[src/rtl/vga_timing_gen.sv]
// VGA raster timing generator: pixel-rate enable, h/v counters with region decode,
// registered syncs and active-area flag, plus per-frame start and divided game tick.
module vga_timing_gen #(
    parameter int   CLK_DIV   = 2,
    parameter int   H_DISPLAY = 640,
    parameter int   H_FRONT   = 16,
    parameter int   H_SYNC    = 96,
    parameter int   H_BACK    = 48,
    parameter int   V_DISPLAY = 480,
    parameter int   V_FRONT   = 10,
    parameter int   V_SYNC    = 2,
    parameter int   V_BACK    = 33,
    parameter logic HSYNC_POL = 1'b0,
    parameter logic VSYNC_POL = 1'b0,
    parameter int   FRAME_DIV = 12,
    parameter int   X_W       = 10,
    parameter int   Y_W       = 10
) (
    input  logic           clk,
    input  logic           reset,
    input  logic           enable,
    output logic           pix_en,
    output logic [X_W-1:0] x,
    output logic [Y_W-1:0] y,
    output logic [1:0]     hstate,
    output logic [1:0]     vstate,
    output logic           hsync,
    output logic           vsync,
    output logic           display,
    output logic           frame_start,
    output logic           frame_tick
);

    localparam int H_TOTAL = H_DISPLAY + H_FRONT + H_SYNC + H_BACK;
    localparam int V_TOTAL = V_DISPLAY + V_FRONT + V_SYNC + V_BACK;
    localparam int DIV_W   = (CLK_DIV > 1) ? $clog2(CLK_DIV) : 1;
    localparam int FCNT_W  = (FRAME_DIV > 1) ? $clog2(FRAME_DIV) : 1;

    localparam logic [DIV_W-1:0]  DIV_LAST   = DIV_W'(CLK_DIV - 1);
    localparam logic [FCNT_W-1:0] FRAME_LAST = FCNT_W'(FRAME_DIV - 1);

    localparam logic [X_W-1:0] H_LAST     = X_W'(H_TOTAL - 1);
    localparam logic [X_W-1:0] H_FP_START = X_W'(H_DISPLAY);
    localparam logic [X_W-1:0] H_SY_START = X_W'(H_DISPLAY + H_FRONT);
    localparam logic [X_W-1:0] H_BP_START = X_W'(H_DISPLAY + H_FRONT + H_SYNC);

    localparam logic [Y_W-1:0] V_LAST     = Y_W'(V_TOTAL - 1);
    localparam logic [Y_W-1:0] V_FP_START = Y_W'(V_DISPLAY);
    localparam logic [Y_W-1:0] V_SY_START = Y_W'(V_DISPLAY + V_FRONT);
    localparam logic [Y_W-1:0] V_BP_START = Y_W'(V_DISPLAY + V_FRONT + V_SYNC);

    logic [DIV_W-1:0]  div_q,       div_d;
    logic [X_W-1:0]    h_cnt_q,     h_cnt_d;
    logic [Y_W-1:0]    v_cnt_q,     v_cnt_d;
    logic [FCNT_W-1:0] frame_cnt_q, frame_cnt_d;
    logic              hsync_q,       hsync_d;
    logic              vsync_q,       vsync_d;
    logic              display_q,     display_d;
    logic              frame_start_q, frame_start_d;
    logic              frame_tick_q,  frame_tick_d;

    logic h_last;
    logic v_last;
    logic frame_last;
    logic frame_wrap;

    assign pix_en     = enable && (div_q == DIV_LAST);
    assign h_last     = (h_cnt_q == H_LAST);
    assign v_last     = (v_cnt_q == V_LAST);
    assign frame_last = (frame_cnt_q == FRAME_LAST);
    assign frame_wrap = pix_en && h_last && v_last;

    // Region decode: 0 active, 1 front porch, 2 sync, 3 back porch.
    always_comb begin
        if (h_cnt_q < H_FP_START) begin
            hstate = 2'd0;
        end else if (h_cnt_q < H_SY_START) begin
            hstate = 2'd1;
        end else if (h_cnt_q < H_BP_START) begin
            hstate = 2'd2;
        end else begin
            hstate = 2'd3;
        end
    end

    always_comb begin
        if (v_cnt_q < V_FP_START) begin
            vstate = 2'd0;
        end else if (v_cnt_q < V_SY_START) begin
            vstate = 2'd1;
        end else if (v_cnt_q < V_BP_START) begin
            vstate = 2'd2;
        end else begin
            vstate = 2'd3;
        end
    end

    always_comb begin
        div_d         = div_q;
        h_cnt_d       = h_cnt_q;
        v_cnt_d       = v_cnt_q;
        frame_cnt_d   = frame_cnt_q;
        hsync_d       = ~HSYNC_POL;
        vsync_d       = ~VSYNC_POL;
        display_d     = 1'b0;
        frame_start_d = 1'b0;
        frame_tick_d  = 1'b0;

        if (!enable) begin
            // Idle: park at the origin so re-enable starts a fresh frame.
            div_d       = '0;
            h_cnt_d     = '0;
            v_cnt_d     = '0;
            frame_cnt_d = '0;
        end else begin
            div_d     = (div_q == DIV_LAST) ? '0 : div_q + 1'b1;
            hsync_d   = (hstate == 2'd2) ? HSYNC_POL : ~HSYNC_POL;
            vsync_d   = (vstate == 2'd2) ? VSYNC_POL : ~VSYNC_POL;
            display_d = (hstate == 2'd0) && (vstate == 2'd0);

            if (pix_en) begin
                if (h_last) begin
                    h_cnt_d = '0;
                    v_cnt_d = v_last ? '0 : v_cnt_q + 1'b1;
                end else begin
                    h_cnt_d = h_cnt_q + 1'b1;
                end
            end

            frame_start_d = frame_wrap;
            frame_tick_d  = frame_wrap && frame_last;
            if (frame_wrap) begin
                frame_cnt_d = frame_last ? '0 : frame_cnt_q + 1'b1;
            end
        end
    end

    always_ff @(posedge clk or negedge reset) begin
        if (!reset) begin
            div_q         <= '0;
            h_cnt_q       <= '0;
            v_cnt_q       <= '0;
            frame_cnt_q   <= '0;
            hsync_q       <= ~HSYNC_POL;
            vsync_q       <= ~VSYNC_POL;
            display_q     <= 1'b0;
            frame_start_q <= 1'b0;
            frame_tick_q  <= 1'b0;
        end else begin
            div_q         <= div_d;
            h_cnt_q       <= h_cnt_d;
            v_cnt_q       <= v_cnt_d;
            frame_cnt_q   <= frame_cnt_d;
            hsync_q       <= hsync_d;
            vsync_q       <= vsync_d;
            display_q     <= display_d;
            frame_start_q <= frame_start_d;
            frame_tick_q  <= frame_tick_d;
        end
    end

    assign x           = h_cnt_q;
    assign y           = v_cnt_q;
    assign hsync       = hsync_q;
    assign vsync       = vsync_q;
    assign display     = display_q;
    assign frame_start = frame_start_q;
    assign frame_tick  = frame_tick_q;

endmodule

[config.mk]
export PLATFORM = sky130hd
export DESIGN_NAME = vga_timing_gen
export DESIGN_NICKNAME = d
export VERILOG_FILES = /design/src/rtl/vga_timing_gen.sv
export SDC_FILE = /design/constraint.sdc
export NUM_CORES = 1
export LEC_CHECK = 0
export CAP_MARGIN = 40
export CORE_MARGIN = 4
export CORE_UTILIZATION = 40
export DETAILED_ROUTE_END_ITERATION = 8
export GPL_TIMING_DRIVEN = 0
export PLACE_DENSITY_LB_ADDON = 0.12
export REMOVE_ABC_BUFFERS = 1
export SLEW_MARGIN = 20
export SYNTH_ARGS = -nofsm -noshare
export SYNTH_HDL_FRONTEND = slang
export SYNTH_SLANG_ARGS = --single-unit
[constraint.sdc]
create_clock -name clk -period 2.3 [get_ports clk]
set_input_delay 0.46 -clock clk [delete_from_list [all_inputs] [get_ports clk]]
set_output_delay 0.46 -clock clk [all_outputs]
set_load 0.005 [all_outputs]
==> results of run 1 <==
## flip-flops by register name, summed over array words and instances, names as in the netlist
name	flops
y	10
div_q	1
frame_start	1
display	1
frame_tick	1
hsync	1
x	10
frame_cnt_q	4
vsync	1
## critical path, cell delays in order (launching register included)
cell and delay, ns:
dfrtp_2 0.45, and4_2 0.26, and3_1 0.18, nor2_1 0.10, clkdlybuf4s50_1 0.52
## kinds of logic (layout without fill, tap and decap cells)
logic type / after synthesis / after routing / synth area share
AOI/OAI and AO/OA: 33 / 33 / 0.148
adders and majority gates: 4 / 4 / 0.0300
muxes: 1 / 1 / 0.00674
buffers and inverters: 13 / 60 / 0.0382
DFF: 30 / 30 / 0.451
and+or+nand+nor: 87 / 87 / 0.295
xor gates and xnor gates: 6 / 6 / 0.0315
## routing by layer
layer | global-route usage | part of all wire | up-vias
met1 | 0.222 | 0.44 | 764
li1 | - | - | 731
met5 | 0 | 0 | -
met3 | 0.0317 | 0.045 | 8
met4 | 0.0717 | 0.016 | 0
met2 | 0.278 | 0.50 | 42
## power by group
group	internal (mW)	total [mW]	switching [mW]
clock	0.319	0.531	0.212
combinational	0.0189	0.0507	0.0318
sequential	0.532	0.537	0.00506
total	0.870	1.12	0.249
## layout make-up
type | instances | area share
clock buffer | 5 | 0.0308
clock inverter | 3 | 0.0179
inverter | 7 | 0.0118
multi-input combinational | 131 | 0.385
sequential | 30 | 0.341
tap | 50 | 0.0280
timing repair buffer | 45 | 0.185
## cells in the mapped netlist, drive strengths merged, types with 4 or more instances
master  number
a21oi        5
nand2       18
nor4         4
inv          7
and3         9
o21ai        7
ha           4
nor2        15
nand3       15
a31oi        4
xnor2        6
dfrtp       28
nand4        4
## final timing paths
path	from	endpoint	slack, ns	cells after the start
max	y[5]$_DFFE_PN0P_	vstate[0]	0.05	4
min reg2reg	y[9]$_DFFE_PN0P_	y[9]$_DFFE_PN0P_	0.58	1
max in group asynchronous	reset	y[6]$_DFFE_PN0P_	1.62	1
min in group clk	y[9]$_DFFE_PN0P_	y[9]$_DFFE_PN0P_	0.58	1
max reg2reg	x[6]$_DFFE_PN0P_	frame_cnt_q[3]$_DFFE_PN0P_	0.15	5
min	reset	frame_cnt_q[0]$_DFFE_PN0P_	0.20	1
## timing repair
action,in CTS,in global routing
resized for setup,6,7
pin swaps,2,0
gates cloned,0,0
endpoints found under the setup margin,18,1
setup buffers,9,4
## metrics by stage
stage               hold slack, ns  cell area, um2  power, mW  cells  setup TNS [ns]
global route                 0.264            2230       1.16    271       -0.000493
finish                       0.202            2230       1.12    271               0
detailed placement           0.533            2010      0.599    250           -7.12
global placement             0.543            2020      0.600    250           -6.85
floorplan                    0.164            1630      0.566    168               0
CTS                          0.224            2190       1.13    267               0
## cell usage in the layout (no fill, tap or decap), types with 2 or more instances in the layout
master,netlist,layout
clkdlybuf4s50_1,0,29
dfrtp_1,28,21
nand2_1,18,18
nor2_1,15,15
nand3_1,15,15
buf_4,2,13
inv_1,7,7
and3_1,7,7
o21ai_0,7,7
dfrtp_2,0,7
xnor2_1,6,6
a21oi_1,5,5
clkbuf_8,0,5
nand4_1,4,4
a31oi_1,4,4
ha_1,4,4
or3_1,3,3
nor2b_1,3,3
nand3b_1,3,3
a221o_1,3,3
nor4_1,3,3
nor4b_1,3,2
and4_1,3,2
and2_1,2,2
o21a_1,2,2
nor3_1,2,2
o211ai_1,2,2
clkinv_2,0,2
dfstp_2,2,2
==> reports/metrics.csv, run 1 <==
metric,value,unit
portBuffers,32,
cts_buffer_depth,2,
die_y,72.6,um
synth_cell_types,44,
drv_slew,0,
num_vias,1545,
worstSetupPathType,reg -> out,
io_pins,33,
synth_edf_count,0,
finalHoldViolCount,0,
grt_antenna_before_repair,0,
critPathCaptureType,output port,
ys.warnings.count,0,
hpwl,2790,um
vdd_drop_max,0.426,mV
required,1.84,ns
syn2layout_area_growth,33.7,%
clock_latency,0.29,ns
n_fill_cell,374,
fmax,445,MHz
clk_pin_slew,0.06,ns
fin_nets,227,
synth_area,1670,um2
ys_seq_area_frac,0.451,
fp.dieArea,5270,um2
grt_max_degree,31,
finalCritPeriodShare,0.977,
cts_tree,done,
fp.coreArea,4030,um2
arrival,1.79,ns
hold_path_class,in -> async,
cts_sinks,30,
diodes,0,
outcome,"finished, final reports clean",
grt_use_total,0.170,
drtAntennaViolNets,0,
postSynthAreaPerCell,9.60,um2
post-route-util,0.554,
layout-drive-gt1-share,0.199,
cts_buffers,5,
syn_inst,174,
viasPerCell,5.70,
synth_area_leader_cell,dfrtp_1,
drcViolationCount,0,
pwr_density_cell,501,nW/um2
routabilityCongestion,0.809,
dr.pass1.iters,4,
drt_iter0_markers,104,
seq_area,762,um2
synth-async-reset-ratio,1.00,
preCtsSetupSlack,-0.658,ns
grt_pass1_wl,7020,um
drv_cap,0,
maxSlewHeadroom,0.562,
multiInputGateArea,861,um2
crit_fanout,8,
cts-root-buf,clkbuf_8,
htree_num_levels,2,
start_util,0.415,
finalWorstPathRequiredPeriod,2.25,ns
finalSetupViolCount,0,
ctsHoldBuffers,0,
fp-row-count,23,
tightest_slew,0.658,ns
worst_slack,0.0521,ns
skew,0.00987,ns
crit_path_start_kind,register,
yosys-top-cells-area,"dfrtp_1 (42%), nand3_1 (4.5%), nand2_1 (4.0%), nor2_1 (3.4%), dfstp_2 (3.1%)",
die_w,72.6,um
leakage,0.973,nW
yosysTopAreaCellShare,0.419,
wl_per_cell,15.5,um
ys.flop_type,dfrtp_1,
ys_ff_latch,30,
overflow,0,
wl,4200,um
grt_pass1_vias,1496,
(Power assumes the default switching activity.)
==> run 2: changes to the inputs <==
--- a/config.mk
+++ b/config.mk
@@ -5,9 +5,10 @@
 export SDC_FILE = /design/constraint.sdc
 export NUM_CORES = 1
 export LEC_CHECK = 0
+export ABC_AREA = 0
 export CAP_MARGIN = 40
 export CORE_MARGIN = 4
-export CORE_UTILIZATION = 40
+export CORE_UTILIZATION = 51
 export DETAILED_ROUTE_END_ITERATION = 8
 export GPL_TIMING_DRIVEN = 0
 export PLACE_DENSITY_LB_ADDON = 0.12
==> run 2 against run 1 <==
Compared with the run above:
- global-route usage rose by 5.0 points
- critical path depth unchanged
- clock skew rose by 0.0028 ns
- hold slack worse by 0.059 ns
- utilization up 17 points
- clock power down 25%
==> reports/metrics.csv, run 2 (synthesis results as in run 1) <==
metric,value,unit
drv_slew,0,
cts_sinks,30,
cts_buffers,5,
rsz0062_at_grt,false,
clock_latency,0.34,ns
layout-drive-gt1-share,0.229,
r2r-start,y[0]$_DFFE_PN0P_,
leakage,1.02,nW
p_int,0.760,mW
crit_path_start_kind,register,
finalWorstPathRequiredPeriod,2.15,ns
fp-row-count,20,
drtAntennaViolNets,0,
die_y,65.2,um
combPwrFrac,0.052,
syn2layout_area_growth,34.7,%
critPathCaptureType,output port,
wl_per_cell,15.3,um
drt_iter0_markers,171,
maxSlewHeadroom,0.555,
placed_cell_area,2000,um2
routabilityCongestion,0.846,
stdcell_area,2250,um2
power_switching,0.228,mW
fp.dieArea,4250,um2
grt_use_total,0.220,
r2r-end,frame_cnt_q[3]$_DFFE_PN0P_,
worstSetupPathType,reg -> out,
portBuffers,32,
required,1.84,ns
timing.hold.ws,0.143,ns
multiInputGateArea,862,um2
diodes,0,
die_w,65.2,um
n_fill_cell,262,
finalSetupViolCount,0,
grt_max_degree,31,
skew,0.0127,ns
outcome,"finished, final reports clean",
p_clk_frac,0.404,
hpwl,2690,um
tightest_slew,0.668,ns
grt_pass1_wl,7220,um
vdd_drop_max,0.305,mV
post-route-util,0.725,
wl,4140,um
cts_tree,done,
ctsHoldBuffers,0,
fmax,464,MHz
overflow,0,
finalHoldViolCount,0,
power.total,0.987,mW
num_vias,1554,
switching_share,0.231,
fin_nets,233,
r2r_slack,0.15,ns
drv_cap,0,
start_util,0.538,
seq_area,764,um2
dr.pass1.iters,4,
p_seq_frac,0.544,
drcViolationCount,0,
finalCritPeriodShare,0.936,
fp.coreArea,3100,um2
hold_path_class,in -> async,
viasPerCell,5.73,
cts-root-buf,clkbuf_4,
clk_pin_slew,0.10,ns
layout_commonest_cell,clkdlybuf4s50_1,
io_pins,33,
htree_num_levels,2,
final_cell_mix,"clkdlybuf4s50_1 (27), dfrtp_1 (19), buf_4 (19)",
arrival,1.69,ns
pwr_density_cell,439,nW/um2
crit_fanout,7,
grt_pass1_vias,1529,
r2r_cells,7,
grt_antenna_before_repair,0,
cts_buffer_depth,2,
[run 2: cell count changes in the layout (fill, tap and decap cells not counted), sizes merged]
| cell | delta |
|---|---|
| clkdlybuf4s50 | -2 |
| clkbuf | +3 |
| clkinv | -2 |
| buf | +6 |
| dlymetal6s2s | +2 |
| bufinv | -1 |
[run 2: power by group through the flow]
| stage | Combinational, mW | Sequential [mW] | Clock [mW] |
|---|---|---|---|
| floorplan | 0.0193 | 0.547 | 0 |
| global placement | 0.0518 | 0.547 | 0 |
| detailed placement | 0.0520 | 0.548 | 0 |
| CTS | 0.0522 | 0.537 | 0.407 |
| global route | 0.0574 | 0.539 | 0.443 |
| finish | 0.0509 | 0.538 | 0.399 |
[run 2: through the flow]
| stage | setup TNS (ns) | setup WS, ns | instances |
|---|---|---|---|
| 6_report | 0 | 0.146 | 271 |
| 5_1_grt | 0 | 0.0117 | 271 |
| 4_1_cts | 0 | 0.00521 | 261 |
| 3_5_place_dp | -7.55 | -0.633 | 244 |
| 3_3_place_gp | -5.71 | -0.529 | 244 |
| 2_1_floorplan | 0 | 0.315 | 168 |
[run 2: worst max path at each step]
stage                startpoint                          to  slack [ns]  cells past startpoint
3_3_place_gp             enable  frame_cnt_q[0]$_DFFE_PN0P_       -0.53                      6
3_5_place_dp             enable  frame_cnt_q[0]$_DFFE_PN0P_       -0.63                      6
4_1_cts        y[6]$_DFFE_PN0P_                   vstate[0]       0.005                      4
5_1_grt        y[1]$_DFFE_PN0P_                   vstate[1]        0.01                      4
6_report       y[1]$_DFFE_PN0P_                   vstate[1]        0.15                      4
2_1_floorplan  x[7]$_DFFE_PN0P_  frame_cnt_q[1]$_DFFE_PN0P_        0.31                      4
[run 2: what timing repair did]
item                                    4_1_cts  5_1_grt
endpoints found under the setup margin       16       12
buffers inserted                              9       10
gates cloned                                  0        0
pin swaps                                     1        2
gates resized for setup                      12        5
hold endpoints to repair                      0        0
[run 2: cell type report]
cell class              instances  share of cell area
multi-input cells             131               0.383
flip-flops and latches         30               0.340
repair buffers                 51               0.206
clock buffers                   8              0.0350
well taps                      44              0.0245
inverters                       7              0.0117
[run 2: per-layer routing]
layer  up-vias  wire (um)  share of wire  global-route usage
li1        747          -              -                   -
met1       760       1810           0.44               0.269
met2        40       2040           0.49               0.360
met3         7        227          0.055              0.0684
met4         0         58          0.014              0.0907
met5         -          0              0                   0
[run 2: critical path, cell delays in order, from the launching register on]
cell and delay (ns):
dfrtp_1 0.46, o21ai_0 0.18, nand2_1 0.08, a21o_1 0.19, clkdlybuf4s50_1 0.45
